--- config.mk ---
export PLATFORM = sky130hd
export DESIGN_NAME = lc3x_muldiv_seq
export DESIGN_NICKNAME = d
export VERILOG_FILES = /design/src/rtl/lc3x_muldiv_seq_pkg.sv /design/src/rtl/muldiv_abs.sv /design/src/rtl/lc3x_muldiv_seq.sv
export SDC_FILE = /design/constraint.sdc
export NUM_CORES = 1
export LEC_CHECK = 0
export CORE_AREA = 2 2 147 149
export DETAILED_ROUTE_END_ITERATION = 8
export DIE_AREA = 0 0 149 151
export SETUP_SLACK_MARGIN = 0.02
export SLEW_MARGIN = 20
export SYNTH_ARGS = -nofsm -noshare
export SYNTH_HDL_FRONTEND = slang
export SYNTH_HIERARCHICAL = 1
export SYNTH_SLANG_ARGS = --single-unit
--- constraint.sdc ---
create_clock -name clk -period 3.7 [get_ports clk]
set_input_delay 0.74 -clock clk [delete_from_list [all_inputs] [get_ports clk]]
set_output_delay 0.74 -clock clk [all_outputs]
set_load 0.03 [all_outputs]
--- src/rtl/lc3x_muldiv_seq_pkg.sv ---
// rtl/lc3x_muldiv_seq_pkg.sv - shared types and constants for the LC-3X mult/div sequencer
package lc3x_muldiv_seq_pkg;

  localparam int MULDIV_ITERS = 16;

  typedef logic [15:0] lc3b_word;

  typedef enum logic [1:0] {
    IDLE = 2'd0,
    BUSY = 2'd1,
    SIGN = 2'd2,
    DONE = 2'd3
  } muldiv_state_t;

endpackage

--- src/rtl/muldiv_abs.sv ---
// rtl/muldiv_abs.sv - combinational two's-complement conditional negate (magnitude or sign fix)
module muldiv_abs #(
  parameter int WIDTH = 16
) (
  input  logic [WIDTH-1:0] val,
  input  logic             neg,
  output logic [WIDTH-1:0] out
);

  // Negating the most negative value wraps to itself, which is the correct
  // unsigned magnitude, so no special case is needed.
  assign out = neg ? -val : val;

endmodule

--- src/rtl/lc3x_muldiv_seq.sv ---
// rtl/lc3x_muldiv_seq.sv - iterative MULT/DIV sequencer beside the EX ALU (optional MULDIV_EARLY_OUT_EN)
module lc3x_muldiv_seq
  import lc3x_muldiv_seq_pkg::*;
#(
  parameter int WIDTH = 16,
  parameter int ITERS = MULDIV_ITERS
) (
  input  logic             clk,
  input  logic             reset,
  input  logic             req,
  input  logic             mult_op,
  input  logic             div_op,
  input  logic             flush,
  input  logic [WIDTH-1:0] a,
  input  logic [WIDTH-1:0] b,
  output logic             stall,
  output logic             done,
  output logic [WIDTH-1:0] result,
  output logic             div_by_zero
);

  localparam int CW = $clog2(ITERS);

  muldiv_state_t    state, state_nx;
  logic [CW-1:0]    cnt;
  logic             op_div;
  logic             neg;
  // opa: multiplicand shifting left (MULT) or dividend/quotient shifting left (DIV)
  // opb: multiplier shifting right (MULT) or divisor (DIV)
  // acc: running low product (MULT) or partial remainder (DIV)
  logic [WIDTH-1:0] opa, opb, acc;
  logic [WIDTH-1:0] mag_a, mag_b, fixed;
  logic             start, load_res, zero_skip, mult_early;
  logic [WIDTH:0]   rem_sh;
  logic             div_ge;
  logic [WIDTH-1:0] rem_nx;

  muldiv_abs #(.WIDTH(WIDTH)) u_abs_a (.val(a), .neg(a[WIDTH-1]), .out(mag_a));
  muldiv_abs #(.WIDTH(WIDTH)) u_abs_b (.val(b), .neg(b[WIDTH-1]), .out(mag_b));
  muldiv_abs #(.WIDTH(WIDTH)) u_sign  (.val(op_div ? opa : acc), .neg(neg), .out(fixed));

  assign start = (state == IDLE) & req & (mult_op ^ div_op) & ~flush;
  assign done  = (state == DONE);
  assign stall = req & (mult_op ^ div_op) & ~done & ~flush;

  // Restoring division step: shift remainder:quotient left, subtract if it fits.
  assign rem_sh = {acc, opa[WIDTH-1]};
  assign div_ge = (rem_sh >= {1'b0, opb});
  assign rem_nx = div_ge ? (rem_sh[WIDTH-1:0] - opb) : rem_sh[WIDTH-1:0];

`ifdef MULDIV_EARLY_OUT_EN
  // Zero multiplier or zero divisor has nothing to iterate over.
  assign zero_skip  = (mag_b == '0);
  // The current multiplier bit is the last set one: no further adds can occur.
  assign mult_early = ~op_div & (opb[WIDTH-1:1] == '0);
`else
  assign zero_skip  = div_op & (mag_b == '0);
  assign mult_early = 1'b0;
`endif

  // State register.
  always_ff @(posedge clk or posedge reset) begin
    if (reset) state <= IDLE;
    else       state <= state_nx;
  end

  // Next-state decode; the result register loads on the SIGN to DONE edge.
  always_comb begin
    state_nx = state;
    load_res = 1'b0;
    case (state)
      IDLE: if (start) state_nx = zero_skip ? SIGN : BUSY;
      BUSY: begin
        if (flush)                                   state_nx = IDLE;
        else if (cnt == CW'(ITERS - 1) || mult_early) state_nx = SIGN;
      end
      SIGN: begin
        if (flush) state_nx = IDLE;
        else begin
          state_nx = DONE;
          load_res = 1'b1;
        end
      end
      DONE:    state_nx = IDLE;
      default: state_nx = IDLE;
    endcase
  end

  // Operand latch at start and one shift/add or shift/subtract per BUSY cycle.
  always_ff @(posedge clk or posedge reset) begin
    if (reset) begin
      cnt    <= '0;
      op_div <= 1'b0;
      neg    <= 1'b0;
      opa    <= '0;
      opb    <= '0;
      acc    <= '0;
    end else if (start) begin
      cnt    <= '0;
      op_div <= div_op;
      neg    <= a[WIDTH-1] ^ b[WIDTH-1];
      opa    <= mag_a;
      opb    <= mag_b;
      acc    <= '0;
    end else if (state == BUSY) begin
      cnt <= cnt + CW'(1);
      if (op_div) begin
        acc <= rem_nx;
        opa <= {opa[WIDTH-2:0], div_ge};
      end else begin
        if (opb[0]) acc <= acc + opa;
        opa <= opa << 1;
        opb <= opb >> 1;
      end
    end
  end

  // Architectural result; changes only when entering DONE.
  always_ff @(posedge clk or posedge reset) begin
    if (reset) begin
      result      <= '0;
      div_by_zero <= 1'b0;
    end else if (load_res) begin
      result      <= (op_div && opb == '0) ? '0 : fixed;
      div_by_zero <= op_div && (opb == '0);
    end
  end

endmodule

; After elaboration in Yosys (flattened, before gate mapping)
; Cells that the tools add are included.
[op_classes]
eq_ne = 7
n_addsub = 6
reduce_logical = 9
order_cmp = 1
shift = 0
n_bitwise = 11
n_div = 0
muxes = 26
multipliers = 0
[op_table]
columns = op, count
row1 = 16-bit two-way mux, 15
row2 = 16-bit negator, 3
row3 = 16-bit logical NOT, 2
row4 = 17-bit by 16-bit greater-or-equal comparator with 1-bit output, 1
row5 = 16-bit adder, 1
row6 = 16-bit subtractor, 1
row7 = 2-bit two-way mux, 5
row8 = 4-bit two-way mux, 2
row9 = 2-bit one-hot mux with 4 select lines, 1
row10 = 1-bit bitwise AND, 7
row11 = 2-bit AND reduction, 3
row12 = 4-bit by 1-bit adder with 4-bit output (second input constant), 1
row13 = 2-bit == test (second input constant), 2
row14 = 4-bit == test (second input constant), 1
row15 = 1-bit two-way mux, 3
row16 = 3-bit inequality test (second input constant), 1
row17 = 3-bit nonzero test, 1
row18 = 2-bit by 1-bit == test with 1-bit output (second input constant), 1
row19 = 2-bit logical NOT, 1
row20 = 2-bit by 1-bit inequality test with 1-bit output (second input constant), 1
row21 = 2-bit inequality test (second input constant), 1
row22 = 1-bit NOT, 2
row23 = 2-bit nonzero test, 1
row24 = 1-bit bitwise XOR, 2
row25 = 1-bit logical AND, 1
[totals]
ramBits = 0
reg_bits = 73
romBits = 0
inputBits = 38
latchBits = 0
n_memories = 0
out_inout_bits = 19

; Depth between registers and ports, before layout
; Gate-level depths: netlist of the first run.
[depth]
ltp_word = 7
ltp_mapped = 11

; By module
; The synthesis of the first run kept the hierarchy.
[by_module_without_submodules]
columns = mod, n_inst, cells_each, area_each_um2
row1 = lc3x_muldiv_seq, 1, 536, 4943.5
row2 = muldiv_abs, 3, 51, 399.1

; Worst setup path before layout of the first run
; No wires, ideal clock.
[synth_timing]
path_kind = flip-flop to flip-flop
start = reg opb[10]
end = reg acc[13]
path_stages_with_launch = 11
required_ps = 3569
arrival_time_ps = 2517
synth_period_minus_slack_ps = 2649
setup_ps = 131
n_path_buf = 1
slack_ps = 1051
cell_sequence = dfrtp_1 inv_1 ha_1 a21oi_2 a21oi_1 o31a_1 or4_4 a21o_1 buf_6 nor4b_4 or3_1
[synth_via]
elab_chain_len = 5
word_cells_on_any_way = 6
[synth_rtl]
columns = element, line_no
row1 = from (decl), lc3x_muldiv_seq.sv:31  ; logic [WIDTH-1:0] opa, opb, acc;
row2 = from (signal assigned), lc3x_muldiv_seq.sv:103  ; opb <= mag_b;
row3 = from (signal assigned), lc3x_muldiv_seq.sv:113  ; opb <= opb >> 1;
row4 = 16-bit subtractor / 17-bit by 16-bit greater-or-equal comparator with 1-bit output (equally long branches), "lc3x_muldiv_seq.sv:49, lc3x_muldiv_seq.sv:48"
row5 = 16-bit two-way mux (*), lc3x_muldiv_seq.sv:49  ; assign rem_nx = div_ge ? (rem_sh[WIDTH-1:0] - opb) : rem_sh[WIDTH-1:0];
row6 = 16-bit two-way mux (*), lc3x_muldiv_seq.sv:107  ; if (op_div) begin
row7 = 16-bit two-way mux (*), lc3x_muldiv_seq.sv:105  ; end else if (state == BUSY) begin
row8 = 16-bit two-way mux (*), lc3x_muldiv_seq.sv:98  ; end else if (start) begin
row9 = to (signal assigned), lc3x_muldiv_seq.sv:108  ; acc <= rem_nx;
row10 = to (signal assigned), lc3x_muldiv_seq.sv:111  ; if (opb[0]) acc <= acc + opa;
row11 = to (decl), lc3x_muldiv_seq.sv:31
; Every way passes the cells marked *; elsewhere a longest branch is shown, timed or not. The select of a mux whose other input is x is not followed.
; A chain may end at the register's enable or synchronous reset.

; Final worst setup path of the first run
; Same ends and word-level chain as after synthesis.

==> results list, run 1 <==
* Pleak: 3.07 nW
- Layout overhead on the synthesized area: 18.7%
- Buffers inserted to repair hold after CTS numbered 0.
- Before antenna repair, the detailed router went through 5 iterations.
* Hold Worst Slack: 499 ps
* Highest routed metal layer: met4
- Yosys printed 6 warnings.
* Worst EP arrival: 3390 ps
* Top_reg_cell synth: dfrtp_1
- The number of slew-limit violations in the final report came to 0.
- Worst Setup Start Kind: flop
* Clock root buffer master: clkbuf_16
- Clock-pin slew was measured on the worst setup and hold paths at roughly 60 ps.
- Detailed-route wire length on metal 1: 8080 microns
- Post-Synthesis Cell Area: 0.00614 sq mm
- Remaining Overflow, GRT: 0
- Sequential share of power: approximately a quarter
- The floorplan step defined a die boundary enclosing approximately 0.022 sq mm.
- STA classifies the critical path endpoint as a flop.
- Routability Congestion: about 0.86
- In this run, synthesis produced a sequential element count of 73.
- Worst clock skew on the final layout: 5.46 ps
- Detailed routing placed a total of 6800 microns of wire on met2.
- Detailed-route vias per instance: roughly 5
* Synthesized area per cell: between 8 and 9 sq um
- For this design the top-level I/O count stands at 57.
* Parity-gate share of the synthesized area counting xor and xnor cells: 9.98%
- Finished Core Util: roughly a third
- In this run the vertical extent of the chip is 151 microns.
- Core Box Area: between 0.02 and 0.025 sq mm
* Vias in the first global route: 5038
- Slew at the pin closest to its max-slew limit: 860 ps
- For this run, the top clock speed supported by timing is 316 MHz.
* Number of placement rows: 53
- The synthesized design contains 0 enable-type register cells.
* Worst Path Required: between 3000 and 4000 ps
- Effective utilization at floorplan: 29.5%
* Number of buffers created by CTS: 9
- Cell count after synthesis: between 600 and 700
- Post-synthesis cell type count: 62
- The share of total power dissipated in the clock network is 12.3%.
* Power per cell area: 920 mW/mm^2
- Final ANT Viol Nets: 0
* Antenna diode count: 0
- RSZ-0062 raised after global routing: no
- Pin count of the biggest net entering global routing: 44
- Async SR Flop Fraction: 100%
* Net Count, Synth: around 760
* H-tree depth: 3
* Min Tclk post-route: 3160 ps
- Resized Gates After CTS: 0
- The share of the Yosys chip area taken by registers is 29.7%.
- Of the total power, the share spent switching nets is 47.2%.
- Crit path kind: flop to flop
- Critical Path Fanout Max: 13
* Max-capacitance violation count: 0
- Final cycle utilization of the critical path: 85.5%
- The floorplan step set the die width to 149 microns.
- GR Util All Layers: roughly 15%
* Residual DRC: 0
- The detailed router finished its first iteration with 444 violations.
- Final-layout setup total negative slack: 0 ps
* Routed wl met3: 519 microns
* Source-to-sink clock delay at the later pin of the worst-skew pair: 350 ps
- The worst hold path belongs to the class flop to flop.
- VDD sags by at most 0.307 mV.
* Half-perimeter wire length of the detailed placement result: 12200 microns
- Per report_power, the combinational group accounts for 64.0% of the total.
* Sinks on Clock Net: 73
- The internal portion of the total power is 3.54 mW.
- Global-route wire length before repair: 26400 microns
* CTS tree: done
* Result of the run: completed
* Switching power: 3.17 mW
- Count of endpoints failing setup in the final report: 0
* WL per Instance: between 15 and 20 microns
- Summed over all layers, the routed wires come to 15600 microns.
- Summing the areas of all and, or, nand and nor instances in the mapped netlist gives 16.6% of the synthesized area.
- Compound-cell area share of the yosys netlist: 22.9%
- Measured against its own limit, the worst slew margin works out to 42.5%.
- Power, Total: 6.71 mW
- Vias after detailed routing: 5162
- Largest family of logic cells by synthesized area: compound AO/OA/AOI/OAI gates
- Area share of fa/ha/maj cells after synthesis: 7.78%
- Initial antenna violation count: 0
- Buffer depth of the longest clock path: 2
- Once the clock tree was built, the setup fixing pass inserted 0 buffers.
- Mux cell area share after synthesis: 8.03%
- The post-route netlist has 11.5% of its cells at a drive strength greater than 1.
- The final count of hold timing violations was 0.
- Port buffering added 56 buffers.
* Final layout net count: 812
area by class of cell:
type | count | area, sq um
Clock buffer | 13 | 260
Clock inverter | 3 | 15.0
Fill cell | 2168 | 13500
Inverter | 39 | 146
Multi-Input combinational cell | 544 | 4020
Sequential cell | 73 | 1830
Tap cell | 275 | 344
Timing Repair Buffer | 70 | 678
power by group through the flow:
stage / sequential, mW / combinational (mW) / clock (mW)
2_1_floorplan: 1.55 / 3.23 / 0
3_3_place_gp: 1.60 / 4.23 / 0
3_5_place_dp: 1.61 / 4.26 / 0
4_1_cts: 1.59 / 4.29 / 0.843
5_1_grt: 1.65 / 4.76 / 0.875
6_report: 1.59 / 4.29 / 0.823
metrics by stage:
stage	std cells	cell area (sq um)	setup WS, ps
after floorplan	689	6140	1050
after global placement	1001	7010	319
after detailed placement	1001	7010	263
after CTS	1017	7290	508
after global routing	1017	7290	382
final	1017	7290	537
cell usage after synthesis, types with 22 or more instances:
| master | n | share of area [%] |
|---|---|---|
| ha_1 | 35 | 7.1 |
| a21oi_1 | 24 | 2.0 |
| mux2i_1 | 29 | 4.7 |
| o21ai_0 | 39 | 3.2 |
| inv_1 | 36 | 2.2 |
| nor2_1 | 34 | 2.1 |
| xnor2_1 | 51 | 7.3 |
| dfrtp_1 | 73 | 30 |
| clkbuf_1 | 22 | 1.3 |
| a22oi_1 | 25 | 3.1 |
| nand2_1 | 92 | 5.6 |
critical path, cell delays in order, from the launching register on:
cell and delay, ps:
dfrtp_1 420, inv_1 100, ha_1 390, nand4_1 130, or2_1 290, or4_1 560, nand2_1 90, a21o_1 480
buf_4 250, nor2_1 40, or3_1 290
final timing paths:
check / from / to / slack [ps] / cells after the start
worst max-delay path: opb[10]$_DFFE_PP0P_ / acc[13]$_DFFE_PP0P_ / 540 / 10
worst min-delay path: result[8]$_DFFE_PP0P_ / result[8]$_DFFE_PP0P_ / 500 / 1
worst max register to register: opb[10]$_DFFE_PP0P_ / acc[13]$_DFFE_PP0P_ / 540 / 10
worst min register to register: result[8]$_DFFE_PP0P_ / result[8]$_DFFE_PP0P_ / 500 / 1
max in group asynchronous: reset / opb[3]$_DFFE_PP0P_ / 2200 / 3
min in group asynchronous: reset / result[2]$_DFFE_PP0P_ / 830 / 2
routing by layer:
metal	GRT usage [%]	vias to the layer above
met2	22.5	103
met4	3.76	0
met5	0	-
li1	-	2587
met1	21.3	2459
met3	2.50	13
state kept, by name, indices dropped and copies added (netlist names):
register,cells
acc,16
div_by_zero,1
result,16
neg,1
opb,16
op_div,1
state,2
cnt,4
opa,16
kinds of logic (layout without fill, tap and decap cells):
group                      after synthesis  count (layout)
DFF                                     73              73
adders and majority gates               37              37
muxes                                   47              47
xor gates and xnor gates                70              70
buffers and inverters                   72             125
AOI/OAI and AO/OA                      191             191
and+or+nand+nor                        199             199
layout by cell type, fill, tap and decap left out, drive strengths merged, types with 6 or more instances in the layout:
master         count
nand2             92
dfrtp             73
clkdlybuf4s50     56
o21ai             52
xnor2             51
inv               39
nor2              37
ha                35
a21oi             34
mux2i             29
a22oi             25
xor2              19
a22o              19
mux2              18
buf               14
nor4              14
clkbuf            13
nand2b            11
o21a               9
nor3               9
o31ai              7
nand4              6
o21bai             6
Note: power is estimated with default switching activity, not from simulation.
==> run 2, diff against run 1 <==
Settings changed: CORE_AREA 2 2 147 149 to 2 2 111 113, DIE_AREA 0 0 149 151 to 0 0 113 115, PLACE_DENSITY set to 0.76, RECOVER_POWER set to 100.
Clock period 3.7 ns to 2.8 ns, I/O delays scaled along.
==> results list, run 2 (synthesis results as in run 1) <==
- The run finished, with violations left.
- Violations in the final reports: DRC
- Number of placement rows: 40
- Beginning of the critical path: op_div$_DFFE_PP0P_
- Number of top-level pins: 57
* Fillcell total: 952
* Vias after detailed routing: roughly 5700
- Across every metal layer, demand over resource in global routing totals between 20 and 30%.
- RSZ-0062 raised after global routing: yes
- Hold Worst Slack: 500 ps
- Vias in the first global route: 5691
* Area of the die: 0.0130 sq mm
- At the worst endpoint, the arrival time is 2930 ps.
- Port buffer count: 56
- Max-capacitance violation count: 0
* CTS tree: done
- Half-perimeter wire length of the detailed placement result: 13000 microns
- Min Tclk post-route: 2700 ps
* Initial DRC count: 330
- The worst register-to-register path begins at op_div$_DFFE_PP0P_.
- The H-tree generated during clock tree synthesis spans 3 levels.
- The post-route netlist has 21.7% of its cells at a drive strength greater than 1.
* Class of the tightest hold or removal check: flop to flop
* Number of cells traversed by the worst hold path: 1
- Leaving out fill and tap cells, the most frequent cell in the layout is nand2_1.
* Count of TritonRoute iterations in the first routing pass: 9
- Headroom to the max-slew limit came out at 5.32%.
* Number of buffers created by CTS: 9
* Slew at the pin closest to its max-slew limit: 1420 ps
- Maximum clock rate: 370 MHz
- Worst IR drop on VDD: 0.819 mV
* Residual DRC: 4
* Global-route wire length before repair: 27000 microns
- Routed Wire Length: 16500 microns
- Worst reg-to-reg path cell count: 7
- STA puts the critical path data required time at 3030 ps.
- The final count of hold timing violations came to 0.
- Antenna diode count: 0
- Along the worst path, the maximum fanout reaches 17.
- Entering global routing, the biggest net connects 46 pins.
- Layout overhead on the synthesized area: 28.1%
* Core Box Area: about 0.012 sq mm
- After detailed placement, the design holds a cell count of ~950.
* Sinks on Clock Net: 73
* Final ANT Viol Nets: 0
- WL per Instance: 17.0 microns
* Endpoint type of the worst setup path: flop
- Once layout is complete, the cells apart from fillers number a little under 1000.
- Final cycle utilization of the critical path: around 96%
* Remaining Overflow, GRT: 0
- The worst register-to-register path has a setup slack of 100 ps.
- For this run, the post-layout net count is 895.
- Height of the die: 115 microns
- Pleak: ~3.6 nW
- Crit path kind: flop to flop
- The worst setup path is launched from a flop.
- The number of slew-limit violations in the final report was 0.
- Clock skew on the completed layout was measured at 7.48 ps.
- The library cells used most frequently in the layout, excluding fill and tap cells, are 92 x nand2_1, 87 x buf_4, 73 x dfrtp_1, 50 x xnor2_1, 38 x o21ai_0.
- Setup violations remaining at the end of the flow were counted as 0.
- Detailed-route vias per instance: 5.83
- In this run the deepest clock path goes through 2 buffers.
* Clock root buffer master: clkbuf_16
* Routability Congestion: 0.922
- Measured along the x axis, the die boundary spans 113 microns.
* Hold_sp: result[10]$_DFFE_PP0P_
- Clock slew at the register clock pins of the worst setup and hold paths: 60 ps
- Initial antenna violation count: 0
* Effective utilization at floorplan: 52.0%
- For this design the ratio of total power to cell area is roughly 1200 mW/mm^2.
* Source-to-sink clock delay at the later pin of the worst-skew pair: 350 ps
run 2: changes by cell type in the layout (fill, tap and decap cells not counted), moves of 3 or more:
cell / delta
a211oi_1: -3
a211oi_2: +3
buf_4: +74
clkbuf_2: +5
clkdlybuf4s50_1: -30
dlygate4sd3_1: +20
dlymetal6s2s_1: +9
run 2: final timing paths:
path                                          endpoint
worst min-delay path            result[10]$_DFFE_PP0P_
worst min register to register  result[10]$_DFFE_PP0P_
worst max-delay path             result[5]$_DFFE_PP0P_
worst max register to register   result[5]$_DFFE_PP0P_
min in group asynchronous          acc[12]$_DFFE_PP0P_
max in group asynchronous          opa[10]$_DFFE_PP0P_
run 2: area by class of cell:
type / count / area (sq um) / area share [%]
multi-input cells: 544 / 4110 / 52.2
flip-flops and latches: 73 / 1830 / 23.2
repair buffers: 153 / 1280 / 16.3
clock buffers: 10 / 229 / 2.91
well taps: 147 / 184 / 2.34
inverters: 39 / 146 / 1.86
clock inverters: 6 / 91.3 / 1.16
run 2: per-layer routing:
layer  track usage (%)  part of all wire (%)  up-vias
li1                  -                     -     2743
met3              4.43                   4.2       28
met5                 0                     0        -
met4              10.2                   2.4        0
met1              30.9                    43     2738
met2              46.9                    51      153
run 2: what timing repair did:
item	CTS	global route
gates resized for setup	3	24
hold buffers	0	0
pin swaps	2	12
buffers inserted	0	3
setup endpoints to repair	14	14
run 2: where the power goes:
group	total, mW	switching [mW]	internal [mW]	leakage (nW)
combinational	6.55	3.52	3.03	2.51
clock	1.25	0.468	0.784	0.157
sequential	1.96	0.455	1.50	0.934
total	9.76	4.44	5.32	3.60
run 2: stage by stage:
| step | instance area (sq um) | worst slack, ps | setup TNS (ps) | total power [mW] | util, % |
|---|---|---|---|---|---|
| after floorplan | 6140 | 151 | 0 | 6.32 | - |
| after global placement | 7440 | -366 | -681 | 8.16 | 63.0 |
| after detailed placement | 7440 | -459 | -1130 | 8.38 | 63.0 |
| after CTS | 7770 | 20.1 | 0 | 9.70 | 65.8 |
| after global routing | 7870 | -3.10 | -3.10 | 10.5 | 66.6 |
| final | 7870 | 98.5 | 0 | 9.76 | 66.6 |
run 2: critical path: stages (launching register included):
cell and delay, ps:
dfrtp_1 740, clkbuf_1 290, nor4b_1 380, nand4_1 170, nor4_1 490, nor2_1 90, buf_4 210, a22o_1 200
